## config.mk

```make
export PLATFORM = sky130hd
export DESIGN_NAME = bias_add_s_flat
export DESIGN_NICKNAME = d
export VERILOG_FILES = /design/src/rtl/bias_add_s_if.sv /design/src/rtl/bias_add_s.sv /design/src/flat_wrapper.sv
export SDC_FILE = /design/constraint.sdc
export NUM_CORES = 1
export LEC_CHECK = 0
export ABC_AREA = 1
export BUFFER_PORTS_ARGS = -buffer_cell sky130_fd_sc_hd__buf_2
export CAP_MARGIN = 30
export CORE_UTILIZATION = 30
export DETAILED_ROUTE_END_ITERATION = 8
export PLACE_DENSITY = 0.42
export RECOVER_POWER = 25
export SETUP_SLACK_MARGIN = 0.1
export SLEW_MARGIN = 10
export SYNTH_ARGS = -nofsm -noshare
export SYNTH_HDL_FRONTEND = slang
export SYNTH_SLANG_ARGS = --single-unit
```

## constraint.sdc

```tcl
create_clock -name ap_clk -period 4.3 [get_ports ap_clk]
set_input_delay 0.215 -clock ap_clk [delete_from_list [all_inputs] [get_ports ap_clk]]
set_output_delay 0.215 -clock ap_clk [all_outputs]
set_load 0.01 [all_outputs]
```

## src/rtl/bias_add_s_if.sv

```systemverilog
// Stream bundle for bias_add_s: two FWFT ap_fifo read sides (bias, acc) and one ap_fifo write side.
// The block sits on the slave side; whatever feeds the fifos and drains the output uses master.
interface bias_add_s_if #(
    parameter int COEFF_WIDTH = 16,
    parameter int ACC_WIDTH   = 32
);
    logic [COEFF_WIDTH-1:0] bias_V_dout;
    logic                   bias_V_empty_n;
    logic                   bias_V_read;
    logic [ACC_WIDTH-1:0]   acc_V_dout;
    logic                   acc_V_empty_n;
    logic                   acc_V_read;
    logic [ACC_WIDTH-1:0]   output_V_din;
    logic                   output_V_full_n;
    logic                   output_V_write;

    modport master (
        output bias_V_dout,
        output bias_V_empty_n,
        input  bias_V_read,
        output acc_V_dout,
        output acc_V_empty_n,
        input  acc_V_read,
        input  output_V_din,
        output output_V_full_n,
        input  output_V_write
    );

    modport slave (
        input  bias_V_dout,
        input  bias_V_empty_n,
        output bias_V_read,
        input  acc_V_dout,
        input  acc_V_empty_n,
        output acc_V_read,
        output output_V_din,
        input  output_V_full_n,
        output output_V_write
    );
endinterface

```

## src/rtl/bias_add_s.sv

```systemverilog
// Per-channel bias add with saturation: loads NUM_CH bias words into a local bank, then adds
// bank[ch] to every accumulator word of a NUM_PIX-pixel frame before reloading for the next frame.
module bias_add_s #(
    parameter int COEFF_WIDTH = 16,
    parameter int ACC_WIDTH   = 32,
    parameter int NUM_CH      = 32,
    parameter int NUM_PIX     = 64
) (
    input  logic        ap_clk,
    input  logic        ap_rst,
    bias_add_s_if.slave s
);
    localparam int CH_W  = (NUM_CH  > 1) ? $clog2(NUM_CH)  : 1;
    localparam int PIX_W = (NUM_PIX > 1) ? $clog2(NUM_PIX) : 1;
    localparam logic [CH_W-1:0]      CH_LAST  = CH_W'(NUM_CH - 1);
    localparam logic [PIX_W-1:0]     PIX_LAST = PIX_W'(NUM_PIX - 1);
    localparam logic [ACC_WIDTH-1:0] SAT_MAX  = {1'b0, {(ACC_WIDTH-1){1'b1}}};
    localparam logic [ACC_WIDTH-1:0] SAT_MIN  = {1'b1, {(ACC_WIDTH-1){1'b0}}};

    typedef enum logic {
        LOAD,
        RUN
    } state_t;

    state_t                 r_state;
    state_t                 w_state_nxt;
    logic [CH_W-1:0]        r_ch_cnt;
    logic [CH_W-1:0]        w_ch_cnt_nxt;
    logic [PIX_W-1:0]       r_pix_cnt;
    logic [PIX_W-1:0]       w_pix_cnt_nxt;
    logic                   r_out_valid;
    logic                   w_out_valid_nxt;
    logic [ACC_WIDTH-1:0]   r_out_data;
    logic [ACC_WIDTH-1:0]   w_out_data_nxt;
    logic [COEFF_WIDTH-1:0] r_bank [NUM_CH];

    logic                   w_bias_read;
    logic                   w_acc_read;
    logic                   w_adv;
    logic                   w_out_accept;
    logic [COEFF_WIDTH-1:0] w_bias;
    logic [ACC_WIDTH:0]     w_sum;
    logic [ACC_WIDTH-1:0]   w_sat;

    // One guard bit is enough: the two top sum bits disagree exactly when the result overflowed.
    assign w_bias = r_bank[r_ch_cnt];
    assign w_sum  = {s.acc_V_dout[ACC_WIDTH-1], s.acc_V_dout}
                  + {{(ACC_WIDTH+1-COEFF_WIDTH){w_bias[COEFF_WIDTH-1]}}, w_bias};

    always_comb begin
        w_sat = w_sum[ACC_WIDTH-1:0];
        if (w_sum[ACC_WIDTH] != w_sum[ACC_WIDTH-1]) begin
            w_sat = w_sum[ACC_WIDTH] ? SAT_MIN : SAT_MAX;
        end
    end

    // The output register drains in either state, so a frame's last word can leave during reload.
    always_comb begin
        w_state_nxt     = r_state;
        w_ch_cnt_nxt    = r_ch_cnt;
        w_pix_cnt_nxt   = r_pix_cnt;
        w_out_valid_nxt = r_out_valid;
        w_out_data_nxt  = r_out_data;
        w_bias_read     = 1'b0;
        w_acc_read      = 1'b0;
        w_out_accept    = r_out_valid & s.output_V_full_n;
        w_adv           = ~r_out_valid | s.output_V_full_n;

        if (w_out_accept) begin
            w_out_valid_nxt = 1'b0;
        end

        case (r_state)
            LOAD: begin
                w_bias_read = s.bias_V_empty_n & ~ap_rst;
                if (w_bias_read) begin
                    if (r_ch_cnt == CH_LAST) begin
                        w_ch_cnt_nxt = '0;
                        w_state_nxt  = RUN;
                    end else begin
                        w_ch_cnt_nxt = r_ch_cnt + 1'b1;
                    end
                end
            end
            RUN: begin
                w_acc_read = s.acc_V_empty_n & w_adv & ~ap_rst;
                if (w_acc_read) begin
                    w_out_data_nxt  = w_sat;
                    w_out_valid_nxt = 1'b1;
                    if (r_ch_cnt == CH_LAST) begin
                        w_ch_cnt_nxt = '0;
                        if (r_pix_cnt == PIX_LAST) begin
                            w_pix_cnt_nxt = '0;
                            w_state_nxt   = LOAD;
                        end else begin
                            w_pix_cnt_nxt = r_pix_cnt + 1'b1;
                        end
                    end else begin
                        w_ch_cnt_nxt = r_ch_cnt + 1'b1;
                    end
                end
            end
            default: begin
                w_state_nxt = LOAD;
            end
        endcase
    end

    always_ff @(posedge ap_clk) begin
        if (ap_rst) begin
            r_state     <= LOAD;
            r_ch_cnt    <= '0;
            r_pix_cnt   <= '0;
            r_out_valid <= 1'b0;
            r_out_data  <= '0;
        end else begin
            r_state     <= w_state_nxt;
            r_ch_cnt    <= w_ch_cnt_nxt;
            r_pix_cnt   <= w_pix_cnt_nxt;
            r_out_valid <= w_out_valid_nxt;
            r_out_data  <= w_out_data_nxt;
        end
    end

    // The bank needs no reset: every entry is rewritten before RUN reads it.
    always_ff @(posedge ap_clk) begin
        if (w_bias_read) begin
            r_bank[r_ch_cnt] <= s.bias_V_dout;
        end
    end

    assign s.bias_V_read    = w_bias_read;
    assign s.acc_V_read     = w_acc_read;
    assign s.output_V_write = r_out_valid & ~ap_rst;
    assign s.output_V_din   = r_out_data;
endmodule
```

## src/flat_wrapper.sv

```systemverilog
// flat-port wrapper written by rule: the top's interface ports become plain ports
module bias_add_s_flat 
#(
    parameter int COEFF_WIDTH = 16,
    parameter int ACC_WIDTH   = 32,
    parameter int NUM_CH      = 32,
    parameter int NUM_PIX     = 64
)
  (ap_clk, ap_rst, s_bias_V_dout, s_bias_V_empty_n, s_bias_V_read, s_acc_V_dout, s_acc_V_empty_n, s_acc_V_read, s_output_V_din, s_output_V_full_n, s_output_V_write);
  bias_add_s_if #(.COEFF_WIDTH(COEFF_WIDTH), .ACC_WIDTH(ACC_WIDTH)) s_i ();
  input  logic ap_clk;
  input  logic ap_rst;
  input wire logic [$bits(s_i.bias_V_dout)-1:0] s_bias_V_dout;
  input wire logic [$bits(s_i.bias_V_empty_n)-1:0] s_bias_V_empty_n;
  output wire logic [$bits(s_i.bias_V_read)-1:0] s_bias_V_read;
  input wire logic [$bits(s_i.acc_V_dout)-1:0] s_acc_V_dout;
  input wire logic [$bits(s_i.acc_V_empty_n)-1:0] s_acc_V_empty_n;
  output wire logic [$bits(s_i.acc_V_read)-1:0] s_acc_V_read;
  output wire logic [$bits(s_i.output_V_din)-1:0] s_output_V_din;
  input wire logic [$bits(s_i.output_V_full_n)-1:0] s_output_V_full_n;
  output wire logic [$bits(s_i.output_V_write)-1:0] s_output_V_write;
  assign s_i.bias_V_dout = s_bias_V_dout;
  assign s_i.bias_V_empty_n = s_bias_V_empty_n;
  assign s_bias_V_read = s_i.bias_V_read;
  assign s_i.acc_V_dout = s_acc_V_dout;
  assign s_i.acc_V_empty_n = s_acc_V_empty_n;
  assign s_acc_V_read = s_i.acc_V_read;
  assign s_output_V_din = s_i.output_V_din;
  assign s_i.output_V_full_n = s_output_V_full_n;
  assign s_output_V_write = s_i.output_V_write;
  bias_add_s #(.COEFF_WIDTH(COEFF_WIDTH), .ACC_WIDTH(ACC_WIDTH), .NUM_CH(NUM_CH), .NUM_PIX(NUM_PIX)) u_core (.ap_clk(ap_clk), .ap_rst(ap_rst), .s(s_i));
endmodule
```

**Word-level counts from Yosys, hierarchy flattened**

Memory sizes are Yosys's and may differ from the RTL's. A register that Yosys moved wholly into a read port is not among the register bits.
Index checks and enable logic that the tools add are counted.

- $add $sub $neg: 3
- Equal/unequal tests: 5
- Muxes and demuxes: 22
- Bitwise gates (word level): 9
- Reductions and logical operators: 3

Operators by type and width:

| kind | count |
|---|---|
| 2-to-1 mux 32 bit | 2 |
| adder 32 x 16 -> 33 bit | 1 |
| 2-to-1 mux 5 bit | 5 |
| 2-to-1 mux 1 bit | 12 |
| case mux 5 bit (2 select lines) | 1 |
| adder 6 x 1 -> 6 bit, second input constant | 1 |
| equality test 6 bit, second input constant | 1 |
| 2-to-1 mux 6 bit | 1 |
| adder 5 x 1 -> 5 bit, second input constant | 1 |
| AND 1 bit | 5 |
| equality test 5 bit, second input constant | 1 |
| AND reduction 2 bit | 2 |
| NOT 1 bit | 3 |
| AND reduction 3 bit | 1 |
| != test 2 x 1 -> 1 bit, second input constant | 1 |
| != test 2 bit, second input constant | 1 |
| case mux 1 bit (2 select lines) | 1 |
| != test 1 bit | 1 |
| bitwise OR 1 bit | 1 |

- Register bits: 45
- Bits in writable memories: 512
- Input bits: 53
- Logic and storage cells: 48
- Memories kept: 1

Memory list:

| memory | depth | width | rd ports | clocked after Yosys merged registers in | write ports | line | text |
|---|---|---|---|---|---|---|---|
| u_core.r_bank | 32 | 16 | 1 | 1 | 1 | bias_add_s.sv:35 | `logic [COEFF_WIDTH-1:0] r_bank [NUM_CH];` |

**Logic depth before layout (Yosys ltp)**

Gate-level depths: netlist of run 1.

- Depth after elaboration: 8
- Mapped depth: 27
- Depth with buffers taken out: 25

**Worst setup path before layout of run 1**

OpenSTA, ideal clock, no wires.

- Path type: register -> register
- Start: register with a tool-made name
- End: register u_core.r_out_data[10] (netlist: u_core.s.output_V_din[10])
- Setup time: 0.144 ns
- Arrival time: 3.704 ns
- Data required time: 4.156 ns
- Setup slack: 0.452 ns
- Stages on the path, launching flop included: 21
- Cells stage by stage: dfxtp_1 -> inv_1 -> buf_4 -> clkbuf_1 -> nor2_1 -> o22ai_1 -> nor2_1 -> nor2_1 -> o21ai_0 -> a32oi_1 -> ha_1 -> a21o_1 -> nor2_1 -> nand2_1 -> a21oi_1 -> nand2_1 -> nand2_1 -> nand2_2 -> a21oi_4 -> buf_6 -> a22oi_2

RTL lines:

| item | line | text |
|---|---|---|
| to (signal assigned) | bias_add_s.sv:121 | `r_out_data <= w_out_data_nxt;` |
| to (decl) | bias_add_s.sv:33 | `logic [ACC_WIDTH-1:0] r_out_data;` |

==> key figures, run 1 <==
Setup path
  • Worst Setup End Kind: flop
  • Setup slack, reg-to-reg: 0.28 ns
  • Crit path launch type: flop
  • Req. time, crit path: 4.82 ns
  • Worst Path Max Fanout: 56
  • CP Class: flop to flop
  • Crit path DAT: 4.54 ns

STA
  • Fin worst setup slack: 0.279 ns
  • Max-Slew Margin vs Limit: -0.116
  • Final setup viols: 0
  • Final Slew Violations: 230
  • Final Skew: 0.0342 ns
  • Hold WS: 0.0755 ns
  • Worst-margin pin slew: 1.67 ns
  • Hold violation count in the final report: 0
  • Peak Freq: 249 MHz
  • Fin crit period: 4.02 ns
  • RSZ-0062 raised after global routing: false
  • Fin crit share: 0.935

Logic synthesis
  • Post-synth EDFFs: 512
  • Mapped Nets: 2178
  • Most numerous cell in the Yosys netlist: edfxtp_1
  • Post-synth top cells: edfxtp_1 (512), nor2_1 (381), o21ai_0 (296), nand2_1 (229), o221ai_1 (92)
  • Ys flop type: edfxtp_1
  • Yosys top cell area share: 0.634
  • Seq cells post-synth: 562
  • Yosys warns: 0
  • Area of the mapped netlist: 24200 um^2
  • Netlist cell types: 42
  • Largest cells by area after synthesis: edfxtp_1 (63%), o21ai_0 (6.1%), nor2_1 (5.9%)
  • Sequential area share after synthesis: 0.676
  • Post-Synthesis Mean Instance Area: 11.6 um^2
  • Synth area leader: edfxtp_1
  • Async SR Flop Fraction: 0
  • Cells after synthesis: 2086

Power and ir drop
  • Leakage: 10.5 nW
  • Pwr Density: 444 nW/um^2
  • Peak supply drop: 0.000250 V

Routing
  • Drt wl/cell: 23.3 um
  • Detailed Route Iter0 Violations: 1379
  • Detailed-route DRC error count: 0
  • ANT nets after route: 0
  • DRT Pass-1 Iters: 5
  • Via-to-Cell Ratio: 5.10
  • DRT Wirelength: 79.5 mm
  • Total number of vias: 17.4k

Floorplan
  • Core area: 79500 um^2
  • IO Count: 88
  • DIE AREA: 81900 um^2
  • Die Span X: 286 um
  • Die Y: 286 um
  • Starting Density: 0.305
  • # rows: 103

Global routing
  • Largest net degree at the start of global routing: 113
  • Global-route wire length before repair: 112 mm
  • Initial antenna violation count: 3
  • Vias in the first global route: 17.0k
  • GRT overflow: 0
  • Gr usage total: 0.185

Finish
  • Final Util: 0.373
  • Layout Nets: 2400
  • Layout area overhead: 22.2%
  • Final-layout fill cell count: 7676
  • Share of cells above drive strength 1: 0.193

Outcome
  • Violated checks: max-capacitance violations, max-slew violations
  • Status: complete, but fails checks

CTS
  • Clk root buf: clkbuf_16
  • TritonCTS clock tree: yes
  • Reg clk slew, reported paths: 0.06 ns
  • CTS Buffer Depth: 3
  • H-tree Lvls: 3
  • TritonCTS buffer count: 66
  • Clock tree sinks: 562
  • Worst skew pair latency: 0.62 ns

Placement
  • DP Worst Slack: -0.207 ns
  • Count of input and output buffers: 87
  • DP HPWL: 49.4 mm
  • Routability cong.: 0.876

Worst hold path
  • Hold crit path type: input pin to flop

Job
  • Max_cap viols: 7
through the flow:
stage               cell area, um^2  total power, mW  TNS [ns]  std cells
global route                  29600             13.7         0       3405
floorplan                     24200             7.04         0       2086
detailed placement            26800             7.81     -5.42       3254
CTS                           28900             13.2         0       3372
finish                        29600             13.2         0       3407
global placement              26800             7.81     -2.87       3252
where the power goes:
part           total (mW)  switching [mW]  internal (mW)
registers            5.99          0.0131           5.98
clock network        5.34            2.22           3.12
logic                1.84            1.16          0.680
worst max-delay path: stages (launching register included):
cell and delay, ns:
dfxtp_4 0.48, buf_6 0.18, buf_4 0.15, clkbuf_16 0.31, nor2_1 0.10, o221ai_1 0.19, nand3_1 0.24, a32oi_1 0.40
ha_1 0.35, a21oi_1 0.21, buf_4 0.16, o21bai_1 0.11, a21oi_1 0.17, nand2_1 0.15, xor2_1 0.36, buf_4 0.18
nand2_1 0.05, a22oi_2 0.13
placed cells by master (no fill, tap or decap), drive strengths merged:
cell / count
edfxtp: 512
nor2: 382
o21ai: 299
buf: 250
nand2: 242
clkbuf: 107
o221ai: 92
inv: 82
nand3: 72
dfxtp: 50
a21oi: 43
ha: 38
o22ai: 37
clkinv: 21
a22oi: 18
xor2: 16
a31oi: 15
a21boi: 12
a32oi: 12
nor3: 10
xnor2: 8
o21bai: 6
nand4: 5
nand3b: 4
bufinv: 4
a21o: 3
dlygate4sd3: 3
or2: 3
diode: 2
nor3b: 2
nor4: 2
o21a: 1
a211oi: 1
o211ai: 1
fa: 1
clkinvlp: 1
layer usage:
metal  vias up  wire, um  track usage  share of wire
li1       8084         -            -              -
met1      8731     35500        0.244           0.45
met2       448     38200        0.307           0.48
met3       115      4070       0.0369          0.051
met4         6      1710       0.0507          0.021
met5         -        36            0        0.00045
state kept, by name, summed over array words and instances (netlist names), named ones only:
signal	cells
u_core.r_pix_cnt	6
u_core.r_state	1
u_core.r_ch_cnt	5
u_core.s.output_V_din	32
u_core.r_bank	512
u_core.r_out_valid	1
worst paths after layout:
path                                               from                                     end  cells past startpoint
setup / recovery                                   flop  u_core.s.output_V_din[13]$_SDFFE_PP0P_                     17
hold / removal                          s_acc_V_empty_n               u_core.r_state$_SDFF_PP0_                      4
hold reg to reg   u_core.s.output_V_din[4]$_SDFFE_PP0P_   u_core.s.output_V_din[4]$_SDFFE_PP0P_                      2
setup reg to reg                                   flop  u_core.s.output_V_din[13]$_SDFFE_PP0P_                     17
cells by family (layout without fill, tap and decap cells):
| group | after synthesis | count (layout) | share of synthesized area |
|---|---|---|---|
| compound gates | 540 | 540 | 0.141 |
| xor+xnor | 24 | 24 | 0.00867 |
| fa+ha+maj | 39 | 39 | 0.0204 |
| buf+inv | 199 | 468 | 0.0347 |
| flops | 562 | 562 | 0.676 |
| other cells | 0 | 2 | 0 |
| simple gates | 722 | 722 | 0.120 |
area by class of cell:
class / instances / area (um^2) / share of cell area
Sequential cell: 562 / 16400 / 0.553
Multi-Input combinational cell: 1325 / 7250 / 0.245
Timing Repair Buffer: 273 / 2320 / 0.0782
Clock buffer: 87 / 1750 / 0.0591
Tap cell: 1050 / 1310 / 0.0443
Inverter: 79 / 314 / 0.0106
Clock inverter: 28 / 283 / 0.00954
Timing Repair inverter: 1 / 8.76 / 0.000296
Antenna cell: 2 / 5.00 / 0.000169
repair_timing:
item	4_1_cts	5_1_grt
gates resized for setup	8	67
endpoints found under the hold margin	4	0
pin swaps	1	13
setup buffers	0	22
endpoints found under the setup margin	32	31
hold buffers	3	0
gates cloned	0	11
No activity file was read; power rests on OpenSTA's default activity.
==> inputs of run 2 (changes only) <==
Settings changed: CORE_ASPECT_RATIO set to 1.75, CTS_CLUSTER_SIZE set to 14.
==> run 2 against run 1 <==
The flow still finishes with violations (max-capacitance violations, max-slew violations). Global-route usage grew 1.6 points. Critical path depth grew 5. First-iteration DRC count shrank 11%. Setup slack lost 0.14 ns. Critical path type unchanged. Highest routed layer is now met4.
==> key figures, run 2 (synthesis gave the netlist of run 1 again) <==
Finish
  • Most frequent cells in the layout: edfxtp_1 (512), nor2_1 (348), o21ai_0 (289)
  • Commonest non-fill, non-tap cell in the layout: edfxtp_1
  • Max FFs per register: 512
  • Most flops, register: u_core.r_bank
  • Layout Nets: 2405
  • Design area: 29600 um^2
  • Share of cells above drive strength 1: 0.206
  • Register area: 16400 um^2
  • Final-layout fill cell count: 7798
  • Multi-input logic area: 7360 um^2
  • Layout area overhead: 22.2%

Setup path
  • CP dominant cell by count: nand2_1
  • Worst path slowest cell: dfxtp_4
  • R2R depth: 22
  • Worst Setup End Kind: flop
  • CP max stage delay: 0.41 ns
  • Crit path DAT: 4.68 ns
  • Worst Path Max Fanout: 17
  • Crit path launch type: flop
  • CP Class: flop to flop
  • Cells along the critical path: clkinv_8 -> buf_16 -> buf_16 -> o21ai_0 -> o221ai_1 -> nand3_1 -> a32oi_2 -> buf_12 -> buf_12 -> ha_2 -> nand2_2 -> inv_2 -> a21oi_4 -> nand2_2 -> a21oi_2 -> nand2_1 -> nand2_1 -> nand2_1 -> nand2_4 -> buf_6 -> nand3b_1 -> a21boi_2
  • Req. time, crit path: 4.83 ns

Floorplan
  • DIE AREA: 82000 um^2
  • Die Y: 378 um
  • Starting Density: 0.303
  • Die Span X: 217 um
  • Core area: 79900 um^2
  • IO Count: 88
  • # rows: 137

Routing
  • Total number of vias: 17.6k
  • Detailed Route Iter0 Violations: 1232
  • Met3 wire length: 3.14 mm
  • ANT nets after route: 0
  • WL met1: 29.9 mm
  • Met2 WL: 46.9 mm
  • Detailed-route DRC error count: 0
  • Via-to-Cell Ratio: 5.17
  • DRT Wirelength: 85.1 mm
  • Top Metal Used: met4
  • Drt wl/cell: 25.1 um
  • DRT Pass-1 Iters: 5

STA
  • Final Skew: 0.0158 ns
  • TNS Setup: 0 ns
  • Final Slew Violations: 99
  • Fin worst setup slack: 0.142 ns
  • RSZ-0062 raised after global routing: true
  • Worst-margin pin slew: 1.60 ns
  • Max-Slew Margin vs Limit: -0.0688
  • Fin crit share: 0.967
  • Hold WS: 0.0687 ns
  • Hold violation count in the final report: 0
  • Final setup viols: 0
  • Fin crit period: 4.16 ns
  • Peak Freq: 240 MHz

CTS
  • TritonCTS clock tree: yes
  • CTS Buffer Depth: 3
  • H-tree Lvls: 2
  • Clock tree sinks: 562
  • TritonCTS buffer count: 53
  • Reg clk slew, reported paths: 0.07 ns
  • Worst skew pair latency: 0.60 ns
  • Clk root buf: clkbuf_16

Global routing
  • Largest net degree at the start of global routing: 49
  • Gr usage total: 0.201
  • Vias in the first global route: 17.7k
  • Initial antenna violation count: 2
  • GRT overflow: 0
  • Global-route wire length before repair: 120 mm

Power and ir drop
  • Total Power: 12.7 mW
  • Leakage: 10.5 nW
  • Peak supply drop: 0.000303 V
  • Pwr Density: 429 nW/um^2

Job
  • Max_cap viols: 3

Outcome
  • Status: complete, but fails checks
  • Violated checks: max-capacitance violations, max-slew violations

Worst hold path
  • Hold crit path type: input pin to flop
  • Hold path depth: 4

Placement
  • DP HPWL: 55.9 mm
  • Routability cong.: 0.912
  • DP Worst Slack: -0.0659 ns
  • Count of input and output buffers: 87
  • Placed cell areas: 27000 um^2
==> run 2: changes by cell type in the layout (fill, tap and decap cells not counted), moves of 5 or more <==
cell and delta:
a21oi_1 -5, nor2_2 +9, buf_4 +18, nor2_1 -9, clkbuf_1 -7, o21ai_1 -6
buf_12 +7, buf_6 -7, clkbuf_16 -16
==> run 2: routing by layer <==
metal,vias to the layer above,GRT usage
li1,8077,-
met1,8810,0.207
met2,483,0.394
met3,188,0.0186
met4,0,0.107
met5,-,0
==> run 2: critical path: cells and delay by family, from the launching register on <==
family / cells / cell delay, ns
compound gates: 6 / 1.26
simple gates: 8 / 1.09
buf+inv: 7 / 0.96
flops: 1 / 0.41
fa+ha+maj: 1 / 0.31
==> run 2: layout make-up <==
type	count	area share
clock buffer	68	0.0481
inverter	79	0.0109
sequential	562	0.553
tap	1042	0.0440
clock inverter	28	0.00815
antenna	1	0.0000845
timing repair inverter	1	0.000296
timing repair buffer	291	0.0871
multi-input combinational	1325	0.248
==> run 2: what timing repair did <==
action,4_1_cts,5_1_grt
hold endpoints to repair,4,0
endpoints found under the setup margin,12,27
resized for setup,11,62
gates cloned,4,6
pin swaps,2,14
hold buffers,3,0
setup buffers,6,28
==> run 2: worst paths after layout <==
kind / start / to / slack [ns]
worst min register to register: u_core.s.output_V_din[4]$_SDFFE_PP0P_ / u_core.s.output_V_din[4]$_SDFFE_PP0P_ / 0.47
worst max-delay path: flop / u_core.s.output_V_din[21]$_SDFFE_PP0P_ / 0.14
worst min-delay path: s_acc_V_empty_n / u_core.r_state$_SDFF_PP0_ / 0.07
worst max register to register: flop / u_core.s.output_V_din[21]$_SDFFE_PP0P_ / 0.14
==> run 2: stage by stage <==
step                utilization  std cells
floorplan                     -       2086
global placement          0.338       3253
detailed placement        0.338       3253
CTS                       0.362       3362
global route              0.371       3397
finish                    0.371       3397
==> run 2: power by group <==
part           total [mW]  internal, mW  switching, mW
clock network        4.67          2.58           2.09
registers            5.99          5.98         0.0133
logic                2.07         0.750           1.32
==> inputs of run 3 (changes only) <==
Settings changed: ABC_AREA 1 to unset.
==> run 3 against run 2 <==
The flow finishes with violations (negative setup slack). Critical path depth down 3. Utilization up 1.3 points. Clock-buffer cell count down 5. Register-to-register slack worse by 0.39 ns. Flip-flop and latch count unchanged. Largest cell class unchanged.
==> key figures, run 3 <==
Logic synthesis
  • Main combinational cell family by area after synthesis: multiplexers
  • Sequential area share after synthesis: 0.687
  • Netlist cell types: 80
  • Synth area leader: edfxtp_1
  • Post-Synth Adder-Cell Area: 0.0311
  • Post-synth top cells: edfxtp_1 (512), mux4_2 (160), nor2_1 (67), dfxtp_1 (50), nand2_1 (44)
  • Post-synth EDFFs: 512
  • Yosys warns: 0
  • Synth Area in Compound Gates: 0.0475
  • Simple logic cell fraction of the synthesized area: 0.0442
  • Largest cells by area after synthesis: edfxtp_1 (65%), mux4_2 (15%), dfxtp_1 (4.2%)
  • Mapped Nets: 1390
  • Async SR Flop Fraction: 0
  • Seq cells post-synth: 562
  • Post-Synthesis Mean Instance Area: 18.4 um^2
  • Cells after synthesis: 1298
  • Post-Synth XOR/XNOR Area: 0.0113
  • Most numerous cell in the Yosys netlist: edfxtp_1
  • Area of the mapped netlist: 23800 um^2
  • Yosys top cell area share: 0.645
  • Ys flop type: edfxtp_1
  • Mux contribution to synthesized area: 0.161

Global routing
  • Vias in the first global route: 14.6k
  • Largest net degree at the start of global routing: 52
  • Gr usage total: 0.177
  • Initial antenna violation count: 2
  • GRT overflow: 0
  • Global-route wire length before repair: 102 mm

STA
  • Hold violation count in the final report: 0
  • Final Skew: 0.0290 ns
  • Fin crit period: 4.55 ns
  • Max-Slew Margin vs Limit: 0.103
  • Peak Freq: 220 MHz
  • Final Slew Violations: 0
  • Fin crit share: 1.06
  • Hold WS: 0.0614 ns
  • RSZ-0062 raised after global routing: true
  • Worst-margin pin slew: 1.35 ns
  • Final setup viols: 31
  • Fin worst setup slack: -0.248 ns

Power and ir drop
  • Peak supply drop: 0.000364 V
  • Pwr Density: 419 nW/um^2
  • Total Power: 12.6 mW
  • Leakage: 9.95 nW

Routing
  • DRT Pass-1 Iters: 5
  • Via-to-Cell Ratio: 4.95
  • Total number of vias: 13.4k
  • Detailed Route Iter0 Violations: 884
  • DRT Wirelength: 71.3 mm
  • ANT nets after route: 0
  • Detailed-route DRC error count: 0
  • Drt wl/cell: 26.4 um

CTS
  • Clk root buf: clkbuf_16
  • TritonCTS buffer count: 51
  • H-tree Lvls: 2
  • Reg clk slew, reported paths: 0.06 ns
  • Worst skew pair latency: 0.61 ns
  • CTS Buffer Depth: 3
  • TritonCTS clock tree: yes
  • Clock tree sinks: 562

Worst hold path
  • Hold path depth: 4
  • Hold Crit Endpoint: u_core.s.output_V_din[0]$_SDFFE_PP0P_
  • Hold crit path type: input pin to flop
  • Hold path startpoint: s_acc_V_dout[0]

Setup path
  • Crit path DAT: 5.08 ns
  • Worst Path Max Fanout: 7
  • Crit path launch type: flop
  • Req. time, crit path: 4.84 ns
  • Critical R2R Capture: u_core.s.output_V_din[18]$_SDFFE_PP0P_
  • R2R depth: 19
  • CP Class: flop to flop
  • Worst Setup End Kind: flop
  • Setup slack, reg-to-reg: -0.25 ns

Floorplan
  • # rows: 136
  • DIE AREA: 80600 um^2
  • Core area: 78600 um^2
  • Starting Density: 0.303
  • IO Count: 88
  • Die Y: 375 um
  • Die Span X: 215 um

Finish
  • Commonest non-fill, non-tap cell in the layout: edfxtp_1
  • Final-layout fill cell count: 7333
  • Max FFs per register: 512
  • Most frequent cells in the layout: edfxtp_1 (512), buf_4 (203), mux4_2 (160)
  • Share of cells above drive strength 1: 0.449
  • Layout Nets: 1720
  • Layout area overhead: 26.5%
  • Final Util: 0.383
  • Most flops, register: u_core.r_bank

Placement
  • Routability cong.: 0.857
  • DP HPWL: 48.4 mm
  • Count of input and output buffers: 87
  • DP Worst Slack: -0.764 ns

Job
  • Max_cap viols: 0

Outcome
  • Status: complete, but fails checks
  • Violated checks: negative setup slack
[run 3: critical path, stage by stage (launching register included)]
cell,delay [ns]
dfxtp_4,0.37
buf_12,0.15
buf_8,0.13
mux4_2,0.50
mux4_2,0.49
mux2_4,0.35
buf_12,0.17
buf_12,0.12
ha_4,0.22
a21oi_4,0.19
o21ai_2,0.09
buf_4,0.16
nor3_4,0.30
o211ai_4,0.18
a21oi_4,0.20
a31oi_4,0.06
buf_12,0.17
buf_4,0.15
maj3_2,0.31
o21ai_1,0.11
[run 3: cell type report]
cell class	count	area [um^2]	area share
sequential	562	16400	0.544
clock inverter	24	233	0.00772
antenna	1	2.50	0.0000830
inverter	17	63.8	0.00212
timing repair buffer	349	2990	0.0991
tap	1035	1290	0.0430
clock buffer	63	1360	0.0452
multi-input combinational	647	7810	0.259
[run 3: metrics by stage]
stage               instance area, um^2  setup TNS (ns)  instances
finish                            30100           -5.92       2698
global route                      30100           -9.22       2697
CTS                               29900           -4.95       2691
detailed placement                27200          -14.59       2577
global placement                  27200          -13.99       2577
floorplan                         23900               0       1298
[run 3: cell families (layout without fill, tap and decap cells)]
group                      Yosys count  after routing
buffers and inverters               89            453
other                                0              1
muxes                              181            181
and+or+nand+nor                    210            210
DFF                                562            562
xor gates and xnor gates            30             30
adders and majority gates           61             61
AOI/OAI and AO/OA                  165            165
[run 3: routing by layer]
layer	up-vias	global-route usage	share of wire
met2	292	0.365	0.59
met5	-	0	0
met3	96	0.0172	0.028
met4	0	0.0645	0.035
met1	7016	0.179	0.34
li1	5947	-	-
[run 3: what timing repair did]
item	in CTS	in global routing
hold buffers	2	0
pin swaps	33	32
gates cloned	6	2
endpoints found under the hold margin	2	0
resized for setup	137	30
setup buffers	20	5
setup endpoints to repair	32	32
[run 3: worst max-delay path by stage]
stage	slack (ns)	end	cells after the start	startpoint
after floorplan	0.12	u_core.s.output_V_din[27]$_SDFFE_PP0P_	16	flop
after global placement	-0.69	u_core.s.output_V_din[28]$_SDFFE_PP0P_	16	flop
after detailed placement	-0.76	u_core.s.output_V_din[28]$_SDFFE_PP0P_	16	flop
after CTS	-0.20	u_core.s.output_V_din[18]$_SDFFE_PP0P_	18	flop
after global routing	-0.34	u_core.s.output_V_din[18]$_SDFFE_PP0P_	18	flop
final	-0.25	u_core.s.output_V_din[18]$_SDFFE_PP0P_	19	flop
[run 3: report_power, final]
part / internal, mW / switching (mW) / total (mW)
registers: 5.97 / 0.00864 / 5.98
logic: 1.09 / 1.07 / 2.16
clock network: 2.48 / 2.01 / 4.49
total: 9.55 / 3.09 / 12.6
